### config.mk
export PLATFORM = sky130hd
export DESIGN_NAME = spi_bus_arbiter
export DESIGN_NICKNAME = d
export VERILOG_FILES = /design/src/rtl/spi_bus_arbiter_pkg.sv /design/src/rtl/spi_bus_arbiter_watchdog.sv /design/src/rtl/spi_bus_arbiter.sv
export SDC_FILE = /design/constraint.sdc
export NUM_CORES = 1
export LEC_CHECK = 0
export ABC_AREA = 1
export CELL_PAD_IN_SITES_DETAIL_PLACEMENT = 0
export CELL_PAD_IN_SITES_GLOBAL_PLACEMENT = 2
export CORE_MARGIN = 1
export CORE_UTILIZATION = 27
export CTS_BUF_LIST = sky130_fd_sc_hd__clkbuf_2 sky130_fd_sc_hd__clkbuf_4 sky130_fd_sc_hd__clkbuf_8
export DETAILED_ROUTE_END_ITERATION = 10
export GPL_TIMING_DRIVEN = 0
export HOLD_SLACK_MARGIN = 0.15
export PLACE_DENSITY = 0.89
export SYNTH_ARGS = -nofsm -noshare
export SYNTH_HDL_FRONTEND = slang
export SYNTH_SLANG_ARGS = --single-unit
### constraint.sdc
create_clock -name clk -period 3.6 [get_ports clk]
set_input_delay 0.72 -clock clk [delete_from_list [all_inputs] [get_ports clk]]
set_output_delay 0.72 -clock clk [all_outputs]
set_load 0.01 [all_outputs]
### src/rtl/spi_bus_arbiter_pkg.sv
// Shared types for the two-requester SPI bus arbiter.
package spi_arb_pkg;
  localparam int N_REQ = 2;

  typedef enum logic [1:0] {
    IDLE  = 2'd0,
    GRANT = 2'd1,
    DRAIN = 2'd2,
    GAP   = 2'd3
  } arb_state_t;
endpackage

### src/rtl/spi_bus_arbiter_watchdog.sv
// Saturating hold-time counter: cleared on load, counts while enabled,
// flags expiry once the count reaches TIMEOUT_CYCLES.
module spi_arb_watchdog #(
  parameter int TIMEOUT_CYCLES = 30000
) (
  input  logic clk,
  input  logic rst_n,
  input  logic load_i,
  input  logic en_i,
  output logic expired_o
);
  localparam int CW = $clog2(TIMEOUT_CYCLES + 1);
  localparam logic [CW-1:0] LIMIT = CW'(TIMEOUT_CYCLES);

  logic [CW-1:0] cnt_q, cnt_d;

  always_comb begin
    cnt_d = cnt_q;
    if (load_i) begin
      cnt_d = '0;
    end else if (en_i && (cnt_q != LIMIT)) begin
      cnt_d = cnt_q + CW'(1);
    end
  end

  always_ff @(posedge clk or negedge rst_n) begin
    if (!rst_n) begin
      cnt_q <= '0;
    end else begin
      cnt_q <= cnt_d;
    end
  end

  assign expired_o = (cnt_q == LIMIT);
endmodule

### src/rtl/spi_bus_arbiter.sv
// Round-robin arbiter sharing one spi_master between two sensor controllers,
// with per-frame grants, a CS-high gap between frames and a hold watchdog.
module spi_bus_arbiter
  import spi_arb_pkg::*;
#(
  parameter int GAP_CYCLES     = 3,
  parameter int TIMEOUT_CYCLES = 30000
) (
  input  logic               clk,
  input  logic               rst_n,
  input  logic [N_REQ-1:0]   req_cs_n,
  input  logic [N_REQ-1:0]   req_start,
  input  logic [N_REQ-1:0]   req_tx_valid,
  input  logic [8*N_REQ-1:0] req_tx_data,
  output logic [N_REQ-1:0]   req_tx_ready,
  output logic [N_REQ-1:0]   req_rx_valid,
  output logic [7:0]         req_rx_data,
  output logic [N_REQ-1:0]   req_busy,
  output logic               m_start,
  output logic               m_tx_valid,
  output logic [7:0]         m_tx_data,
  input  logic               m_tx_ready,
  input  logic               m_rx_valid,
  input  logic               m_busy,
  input  logic [7:0]         m_rx_data,
  output logic [N_REQ-1:0]   cs_n_out,
  output logic [N_REQ-1:0]   grant,
  output logic [N_REQ-1:0]   timeout_err
);
  localparam int GW = (GAP_CYCLES > 1) ? $clog2(GAP_CYCLES) : 1;
  localparam logic [GW-1:0] GAP_LAST = GW'(GAP_CYCLES - 1);

  arb_state_t       state_q, state_d;
  logic             g_q, g_d;
  logic             last_q, last_d;
  logic [N_REQ-1:0] mask_q, mask_d;
  logic [N_REQ-1:0] err_q, err_d;
  logic [N_REQ-1:0] cs_q, cs_d;
  logic [GW-1:0]    gap_q, gap_d;
  logic [N_REQ-1:0] req;
  logic [N_REQ-1:0] own;
  logic             granted;
  logic             wd_load;
  logic             wd_expired;

  spi_arb_watchdog #(.TIMEOUT_CYCLES(TIMEOUT_CYCLES)) u_watchdog (
    .clk       (clk),
    .rst_n     (rst_n),
    .load_i    (wd_load),
    .en_i      (state_q == GRANT),
    .expired_o (wd_expired)
  );

  assign req = ~req_cs_n & ~mask_q;

  always_comb begin
    state_d = state_q;
    g_d     = g_q;
    last_d  = last_q;
    err_d   = err_q;
    gap_d   = gap_q;
    wd_load = 1'b0;
    // A masked requester is forgiven as soon as it lets its CS go high.
    mask_d  = mask_q & ~req_cs_n;
    case (state_q)
      IDLE: begin
        if (req != '0) begin
          state_d = GRANT;
          wd_load = 1'b1;
          g_d     = (req == 2'b11) ? ~last_q : req[1];
        end
      end
      GRANT: begin
        if (req_cs_n[g_q]) begin
          state_d = DRAIN;
        end else if (wd_expired) begin
          err_d[g_q]  = 1'b1;
          mask_d[g_q] = 1'b1;
          state_d     = DRAIN;
        end
      end
      DRAIN: begin
        if (!m_busy) begin
          last_d  = g_q;
          gap_d   = '0;
          state_d = GAP;
        end
      end
      GAP: begin
        if (gap_q == GAP_LAST) begin
          state_d = IDLE;
        end else begin
          gap_d = gap_q + GW'(1);
        end
      end
      default: state_d = IDLE;
    endcase

    // Sensor CS is registered so grant and release both appear one edge later.
    cs_d = '1;
    if (state_d == GRANT) begin
      cs_d[g_d] = req_cs_n[g_d];
    end
  end

  always_ff @(posedge clk or negedge rst_n) begin
    if (!rst_n) begin
      state_q <= IDLE;
      g_q     <= 1'b0;
      last_q  <= 1'b1;
      mask_q  <= '0;
      err_q   <= '0;
      cs_q    <= '1;
      gap_q   <= '0;
    end else begin
      state_q <= state_d;
      g_q     <= g_d;
      last_q  <= last_d;
      mask_q  <= mask_d;
      err_q   <= err_d;
      cs_q    <= cs_d;
      gap_q   <= gap_d;
    end
  end

  assign granted = (state_q == GRANT);
  assign own     = granted ? (g_q ? 2'b10 : 2'b01) : 2'b00;

  assign grant       = ((state_q == GRANT) || (state_q == DRAIN)) ? (g_q ? 2'b10 : 2'b01) : 2'b00;
  assign cs_n_out    = cs_q;
  assign timeout_err = err_q;

  assign m_start    = granted & req_start[g_q];
  assign m_tx_valid = granted & req_tx_valid[g_q];
  assign m_tx_data  = granted ? (g_q ? req_tx_data[15:8] : req_tx_data[7:0]) : 8'h00;

  assign req_busy     = ~own | {N_REQ{m_busy}};
  assign req_tx_ready = own & {N_REQ{m_tx_ready}};
  assign req_rx_valid = own & {N_REQ{m_rx_valid}};
  assign req_rx_data  = m_rx_data;
endmodule

Yosys cells after proc, flatten, opt, wreduce, memory -nomap -nowiden
Index checks and enable logic that the tools add are counted.
W data, S select, Z words.
- output and inout port bits: 30
- word-level logic and storage cells: 89
- register bits: 27
- input port bits: 35
- add/sub/neg operators: 2
- reduce and logical (&&, ||, !) cells: 11
- order comparisons: 4
- eq/ne operators: 10
- muxes and demuxes: 37
- bitwise operators: 17
- operator list (cell ; count):
    $mux W15 ; 2
    $mux W2 ; 14
    $mux W8 ; 2
    $add A15 B1 Y15 const B ; 1
    $eq A15 B15 Y1 const B ; 1
    $mux W1 ; 15
    $ne A15 B15 Y1 const B ; 1
    $and A2 B2 Y2 ; 4
    $eq A2 B2 Y1 const B ; 4
    $not A2 Y2 ; 4
    $or A2 B2 Y2 ; 4
    $pmux W2 S4 ; 1
    $reduce_and A3 Y1 ; 2
    $reduce_bool A2 Y1 ; 3
    $eq A2 B1 Y1 const B ; 2
    $lt A1 B2 Y1 const B ; 2
    $ne A2 B2 Y1 const B ; 2
    $pmux W2 S2 ; 1
    $logic_and A1 B1 Y1 ; 3
    $not A1 Y1 ; 3
    $add A2 B1 Y2 const B ; 1
    $and A1 B1 Y1 ; 2
    $demux W1 S1 ; 2
    $ge A1 B1 Y1 const B ; 2
    3 further kinds ; 3

Longest topological paths before layout
Gate-level depths: netlist of run 1.
- depth in word-level cells: 13
- gate-level depth with buffers: 13
- depth with buffers taken out: 12

By module
Synthesis of run 1 repeated with hierarchy kept, for this count alone.
- cell total of the unflattened synthesis: 277
- area, all modules: 1958.1 µm²
- modules (own cells, without submodules) (module ; cells an instance ; sequential area each (µm²) ; instances ; area an instance (µm²)):
    spi_arb_watchdog ; 151 ; 375.4 ; 1 ; 1039.7
    spi_bus_arbiter ; 126 ; 304.0 ; 1 ; 918.4

Worst setup path before layout of run 1
No wires, ideal clock.
- path type: flip-flop to output port
- start point: register state_q[1]
- end point: output port req_rx_valid[0]
- buffers on the path: 1
- data arrival time: 1.398 ns
- required time: 2.880 ns
- cell stages (with the launch flop): 8
- path slack: 1.482 ns
- path through: dfrtp_1 inv_1 ha_1 inv_1 nor2_1 buf_2 inv_1 nor2_1
- word-level cells in the longest chain between the ends: 3
- RTL lines (what ; RTL line ; source):
    start: declaration ; spi_bus_arbiter.sv:33 ; arb_state_t state_q, state_d;
    start signal: assignment ; spi_bus_arbiter.sv:116 ; state_q <= state_d;
    $eq A2 B1 Y1 ; spi_bus_arbiter.sv:126 ; assign granted = (state_q == GRANT);
    $mux W2 ; spi_bus_arbiter.sv:127 ; assign own = granted ? (g_q ? 2'b10 : 2'b01) : 2'b00;
    $and A2 B2 Y2 ; spi_bus_arbiter.sv:139 ; assign req_rx_valid = own & {N_REQ{m_rx_valid}};
    end: declaration ; spi_bus_arbiter.sv:16 ; output logic [N_REQ-1:0] req_rx_valid,
No other way between the ends.

Worst setup path in the final report of run 1
- start point: register state_q[1]
- end point: output port req_tx_ready[0]
- word-level cells in the longest chain between the ends: 3
- RTL lines (what ; RTL line ; source):
    $eq A2 B1 Y1 ; spi_bus_arbiter.sv:126 ;
    $mux W2 ; spi_bus_arbiter.sv:127 ;
    $and A2 B2 Y2 ; spi_bus_arbiter.sv:138 ; assign req_tx_ready = own & {N_REQ{m_tx_ready}};
    end: declaration ; spi_bus_arbiter.sv:15 ; output logic [N_REQ-1:0] req_tx_ready,
No other way between the ends.

==> impl_metrics.tcl, run 1 <==
set metrics [dict create \
    io_buffers 56 \
    p_total_mw 1.534 \
    io_pins 65 \
    clock_latency_ns 0.27 \
    synth_top_family_by_area "simple AND/OR/NAND/NOR gates" \
    clock_path_buffers 2 \
    status "completed" \
    antenna_cells 0 \
    setup_viol 0 \
    crit_arrival_ns 2.43 \
    startpoint "state_q[1]" \
    syn_nets 309 \
    preCtsSetupSlack_ns 0.7365 \
    drt_iter0_drc 64 \
    netlist_area_mm2 0.001909 \
    relSlewSlack_pct 57.64 \
    grt_pass1_vias 1761 \
    dr.pass1.iters 4 \
    path_class "register to output port" \
    cts_resized 0 \
    syn_inst 266 \
    fin_crit_sh_pct 87.44 \
    cap_violations 0 \
    cts_tree "done" \
    whs_ns 0.4526 \
    worstPathRequired_ns 2.88 \
    fin_setup_tns_ns 0 \
    crit_fanout 10 \
    rows 30 \
    nets 370 \
    use_met1_pct 17.31 \
    ctsHoldBuffers 0 \
    synth-simple-area-share_pct 30.41 \
    reg2reg_from "state_q[1]" \
    fin_crit_ns 3.148 \
    cts_setup_buffers 0 \
    syn2layout_area_growth_pct 37.81 \
    ys_seq_area_share_pct 35.58 \
    die_w_um 86.09 \
    core_mm2 0.006794 \
    cts_root_buffer "clkbuf_8" \
    grt_use_met2_pct 25.76 \
    clk_pin_slew_ns 0.10 \
    synth_mux_area_share_pct 0 \
    skew_ns 0.002481 \
    worstReg2RegEnd "cs_n_out[1]" \
    layout-drive-gt1-share_pct 9.509 \
    antenna_found_initial 0 \
    worstMarginPinSlew_ns 0.6354 \
    h-tree-depth 1 \
    grt_max_degree 28 \
    timing.final.ws_setup_ns 0.4522 \
    busiest_layer "met2" \
    ys_warn_count 0 \
    ys_types 29 \
    drc_errors 0 \
    vias 1829 \
    die_area_mm2 0.007411 \
    synth_seq_cells 27 \
    grt_use_total_pct 14.18 \
    grt_pass1_wl_mm 8.286 \
    hold_path.class "primary input to asynchronous set/reset pin" \
    place.gp.congestion 0.7480 \
    synthAdderAreaFrac_pct 5.242 \
    die_height_um 86.09 \
    wl_mm 4.922 \
    synth_xor_xnor_area_share_pct 1.835 \
    ir_drop_v 0.0002491 \
    rsz0062_at_grt "no" \
    clkSinkCount 27 \
    clock.fmax_ghz 0.3177 \
    timing.reg2reg.setup_slack_ns 1.87 \
    leakagePower_nw 1.230 \
    reg2regPathDepth 7 \
    start_kind "register" \
    power_per_cell_area_mw_per_mm2 582.8 \
    final_hold_viol_count 0 \
    avgRoutedWirePerCell_um 11.66 \
    vias_per_cell 4.334 \
    ant_nets 0 \
    dpl.hpwl_mm 3.820 \
    grt_overflow 0 \
    initial_utilization_pct 28.10 \
    avgSynthCellArea_um2 7.178 \
    drv_slew 0 \
    cts_buffers 3 \
    synth_compound_area_share_pct 12.45 \
    grt_util_met3_pct 3.176 \
    worstSetupEndpointType "output port" \
]
==> final cells by class <==
class                           count  area (um^2)
Clock inverter                      1        5.005
Fill cell                         713         4163
Buffer                             14        113.9
Timing Repair Buffer               56        555.5
Inverter                           42        162.7
Tap cell                           96        120.1
Clock buffer                        3        41.29
Multi-Input combinational cell    183        953.4
Sequential cell                    27        679.4
==> cells in the mapped netlist <==
cell | n | area [um^2]
a21o_1 | 1 | 7.510
a21oi_1 | 6 | 30.03
a22o_1 | 10 | 87.58
buf_12 | 1 | 20.02
buf_2 | 3 | 15.01
buf_4 | 9 | 67.56
buf_6 | 1 | 11.26
dfrtp_1 | 24 | 600.6
dfstp_2 | 3 | 78.83
ha_1 | 8 | 100.1
inv_1 | 40 | 150.1
inv_2 | 1 | 3.750
inv_6 | 1 | 8.760
nand2_1 | 63 | 236.5
nand2_2 | 1 | 6.260
nand2_4 | 2 | 22.52
nand3_1 | 24 | 120.1
nand4_1 | 6 | 37.54
nor2_1 | 30 | 112.6
nor2_2 | 2 | 12.51
nor2_4 | 1 | 11.26
nor3_1 | 3 | 15.01
o21ai_0 | 14 | 70.07
o21ai_1 | 4 | 20.02
o21bai_1 | 2 | 15.01
o31ai_1 | 1 | 7.510
or2_2 | 1 | 6.260
xnor2_1 | 1 | 8.760
xor2_1 | 3 | 26.28
==> cell usage in the layout (no fill, tap or decap), types with 2 or more instances in the layout <==
cell type	n
nor2_1	30
clkdlybuf4s50_1	55
clkbuf_8	3
o21ai_1	4
a21oi_1	6
nand2_4	2
inv_1	40
nand4_1	6
nand3_1	24
nand2_1	63
buf_2	4
nor2_2	2
nor3_1	3
xor2_1	3
ha_1	8
dfstp_2	3
buf_4	9
o21bai_1	2
o21ai_0	14
a22o_1	10
dfrtp_1	24
==> report_power, final <==
group,internal (mW),leakage [nW],switching [mW],total [mW]
logic,0.415,0.859,0.513,0.927
registers,0.378,0.346,0.0477,0.426
clock network,0.0777,0.0255,0.103,0.180
==> worst max path at each step <==
stage | endpoint | slack (ns) | depth (start not counted)
after floorplan | req_rx_valid[0] | 1.48 | 7
after global placement | req_rx_valid[0] | 0.75 | 8
after detailed placement | req_tx_ready[0] | 0.74 | 8
after CTS | req_tx_ready[0] | 0.40 | 8
after global routing | req_tx_ready[0] | 0.21 | 8
final | req_tx_ready[0] | 0.45 | 8
==> per-stage QoR <==
stage	instance area (um^2)	cells	util, %
2_1_floorplan	1909	266	-
3_3_place_gp	2590	418	38.12
3_5_place_dp	2590	418	38.12
4_1_cts	2636	422	38.80
5_1_grt	2631	422	38.73
6_report	2631	422	38.73
==> state kept, by name (all words and copies together), names as in the netlist <==
name and cells:
gap_q 2, u_watchdog.cnt_q 15, last_q 1, mask_q 2
g_q 1, cs_n_out 2, state_q 2, timeout_err 2
==> per-layer routing <==
metal / vias to the layer above / share of wire, % / routed length, um
met5: - / 0 / 0
met4: 0 / 0.47 / 23
met2: 52 / 46 / 2249
met3: 2 / 6.0 / 295
met1: 817 / 48 / 2354
li1: 958 / - / -
==> cells by family (layout without fill, tap and decap cells) <==
logic type / after synthesis / count (layout)
AND/OR/NAND/NOR: 133 / 133
buffers and inverters: 56 / 116
adder cells (fa/ha/maj): 8 / 8
AO/OA/AOI/OAI: 38 / 38
flip-flops: 27 / 27
XOR/XNOR: 4 / 4
==> critical path, cell delays in order, from the launching register on <==
cell and delay [ns]:
dfrtp_1 0.43, inv_1 0.15, ha_1 0.33, inv_1 0.10, nor2_1 0.19, buf_2 0.25
inv_1 0.08, nor2_1 0.08, clkdlybuf4s50_1 0.54
No activity file was read; power rests on OpenSTA's default activity.
==> run 2: changes to the inputs <==
--- a/config.mk
+++ b/config.mk
@@ -14,6 +14,7 @@
 export DETAILED_ROUTE_END_ITERATION = 10
 export GPL_TIMING_DRIVEN = 0
 export HOLD_SLACK_MARGIN = 0.15
+export MAX_ROUTING_LAYER = met4
 export PLACE_DENSITY = 0.89
 export SYNTH_ARGS = -nofsm -noshare
 export SYNTH_HDL_FRONTEND = slang
==> impl_metrics.tcl, run 2 (same netlist as run 1, synthesis figures left out) <==
set metrics [dict create \
    ir_drop_v 0.0002507 \
    status "completed" \
    path_class "register to output port" \
    nets 370 \
    cts_resized 0 \
    final_cell_mix "nand2_1 (63), clkdlybuf4s50_1 (55), inv_1 (40)" \
    top_register "u_watchdog.cnt_q" \
    final_hold_viol_count 0 \
    fin_setup_tns_ns 0 \
    clock_path_buffers 2 \
    die_height_um 86.09 \
    power_per_cell_area_mw_per_mm2 582.9 \
    dpl.hpwl_mm 3.820 \
    io_buffers 56 \
    largest_register_ffs 15 \
    drv_slew 0 \
    mostFrequentLayoutCell "nand2_1" \
    drc_errors 0 \
    crit_path_top_delay_cell "clkdlybuf4s50_1" \
    critPathMostFrequentCell "inv_1" \
    cts_tree "done" \
    dr.pass1.iters 4 \
    p_comb_share_pct 60.5 \
    grt_overflow 0 \
    worstMarginPinSlew_ns 0.6364 \
    antenna_found_initial 0 \
    cap_violations 0 \
    cts_setup_buffers 0 \
    io_pins 65 \
    wl_mm 4.902 \
    syn2layout_area_growth_pct 37.81 \
    p_seq_share_pct 27.8 \
    relSlewSlack_pct 57.57 \
    ant_nets 0 \
    crit_fanout 10 \
    p_total_mw 1.534 \
    cts_buffers 3 \
    clock.fmax_ghz 0.3178 \
    place.gp.congestion 0.7576 \
    h-tree-depth 1 \
    setup_viol 0 \
    clkSinkCount 27 \
    die_area_mm2 0.007411 \
    worstSetupEndpointType "output port" \
    clockPowerShare_pct 11.7 \
    clk_pin_slew_ns 0.10 \
    antenna_cells 0 \
    grt_pass1_wl_mm 8.259 \
    cts_root_buffer "clkbuf_8" \
    worst_path_largest_cell_delay_ns 0.54 \
    skew_ns 0.002702 \
    rows 30 \
    switchingPower_mw 0.6630 \
    worstPathRequired_ns 2.88 \
    ctsHoldBuffers 0 \
    worstReg2RegEnd "cs_n_out[1]" \
    p_int_mw 0.8706 \
    grt_max_degree 28 \
    die_w_um 86.09 \
    grt_pass1_vias 1759 \
    path_cells "inv_1, ha_1, inv_1, nor2_1, buf_2, inv_1, nor2_1, clkdlybuf4s50_1" \
    initial_utilization_pct 28.10 \
    vias 1823 \
    start_kind "register" \
    hold_path.class "primary input to asynchronous set/reset pin" \
    reg2regPathDepth 7 \
    fin_crit_sh_pct 87.39 \
    timing.reg2reg.setup_slack_ns 1.88 \
    p_sw_share_pct 43.23 \
    drt_iter0_drc 63 \
    layout-drive-gt1-share_pct 9.509 \
    grt_use_total_pct 14.57 \
    rsz0062_at_grt "no" \
    vias_per_cell 4.320 \
    clock_latency_ns 0.27 \
    avgRoutedWirePerCell_um 11.62 \
    crit_arrival_ns 2.43 \
    fin_crit_ns 3.146 \
    leakagePower_nw 1.230 \
    core_mm2 0.006794 \
    reg2reg_from "state_q[1]" \
]
run 2: cell counts in the layout (fill, tap and decap cells not counted):
Identical to the previous run, type by type.
run 2: worst max-delay path: cells and delay by family (launching register included):
| family | cells | cell delay (ns) |
|---|---|---|
| adders and majority gates | 1 | 0.33 |
| and+or+nand+nor | 2 | 0.27 |
| buffers and inverters | 5 | 1.12 |
| DFF | 1 | 0.43 |
run 2: per-layer routing:
layer / GRT usage, % / vias to the layer above / part of all wire, %
met5: - / - / 0
met2: 25.76 / 54 / 46
met1: 17.19 / 807 / 48
met4: 2.273 / 0 / 0.51
li1: - / 960 / -
met3: 3.176 / 2 / 6.1
run 2: worst max path at each step:
stage	start	endpoint	slack, ns
after floorplan	state_q[1]	req_rx_valid[0]	1.48
after global placement	state_q[1]	req_rx_valid[0]	0.75
after detailed placement	state_q[1]	req_tx_ready[0]	0.74
after CTS	state_q[1]	req_tx_ready[0]	0.40
after global routing	state_q[1]	req_tx_ready[0]	0.21
final	state_q[1]	req_tx_ready[0]	0.45
run 2: power groups by stage:
stage | combinational [mW] | clock [mW] | sequential, mW
2_1_floorplan | 0.594 | 0 | 0.425
3_3_place_gp | 0.937 | 0 | 0.431
3_5_place_dp | 0.940 | 0 | 0.433
4_1_cts | 0.942 | 0.189 | 0.427
5_1_grt | 1.04 | 0.200 | 0.435
6_report | 0.928 | 0.180 | 0.426
run 2: area by class of cell:
type	count	area, um^2
Buffer	14	113.9
Clock buffer	3	41.29
Clock inverter	1	5.005
Multi-Input combinational cell	183	953.4
Tap cell	96	120.1
Timing Repair Buffer	56	555.5
Sequential cell	27	679.4
Fill cell	713	4163
Inverter	42	162.7
run 2: per-stage QoR:
| step | utilization [%] | std cells | setup WS (ns) | instance area, um^2 | hold WS (ns) |
|---|---|---|---|---|---|
| 2_1_floorplan | - | 266 | 1.482 | 1909 | 0.4244 |
| 3_3_place_gp | 38.12 | 418 | 0.7493 | 2590 | 0.4531 |
| 3_5_place_dp | 38.12 | 418 | 0.7365 | 2590 | 0.4625 |
| 4_1_cts | 38.80 | 422 | 0.4015 | 2636 | 0.4878 |
| 5_1_grt | 38.73 | 422 | 0.2090 | 2631 | 0.5011 |
| 6_report | 38.73 | 422 | 0.4539 | 2631 | 0.4533 |
==> run 3: changes to the inputs <==
--- a/config.mk
+++ b/config.mk
@@ -8,7 +8,6 @@
 export ABC_AREA = 1
 export CELL_PAD_IN_SITES_DETAIL_PLACEMENT = 0
 export CELL_PAD_IN_SITES_GLOBAL_PLACEMENT = 2
-export CORE_MARGIN = 1
 export CORE_UTILIZATION = 27
 export CTS_BUF_LIST = sky130_fd_sc_hd__clkbuf_2 sky130_fd_sc_hd__clkbuf_4 sky130_fd_sc_hd__clkbuf_8
 export DETAILED_ROUTE_END_ITERATION = 10
==> results of run 3 <==
Final layout, timing and power as in run 2 (identical DEF).
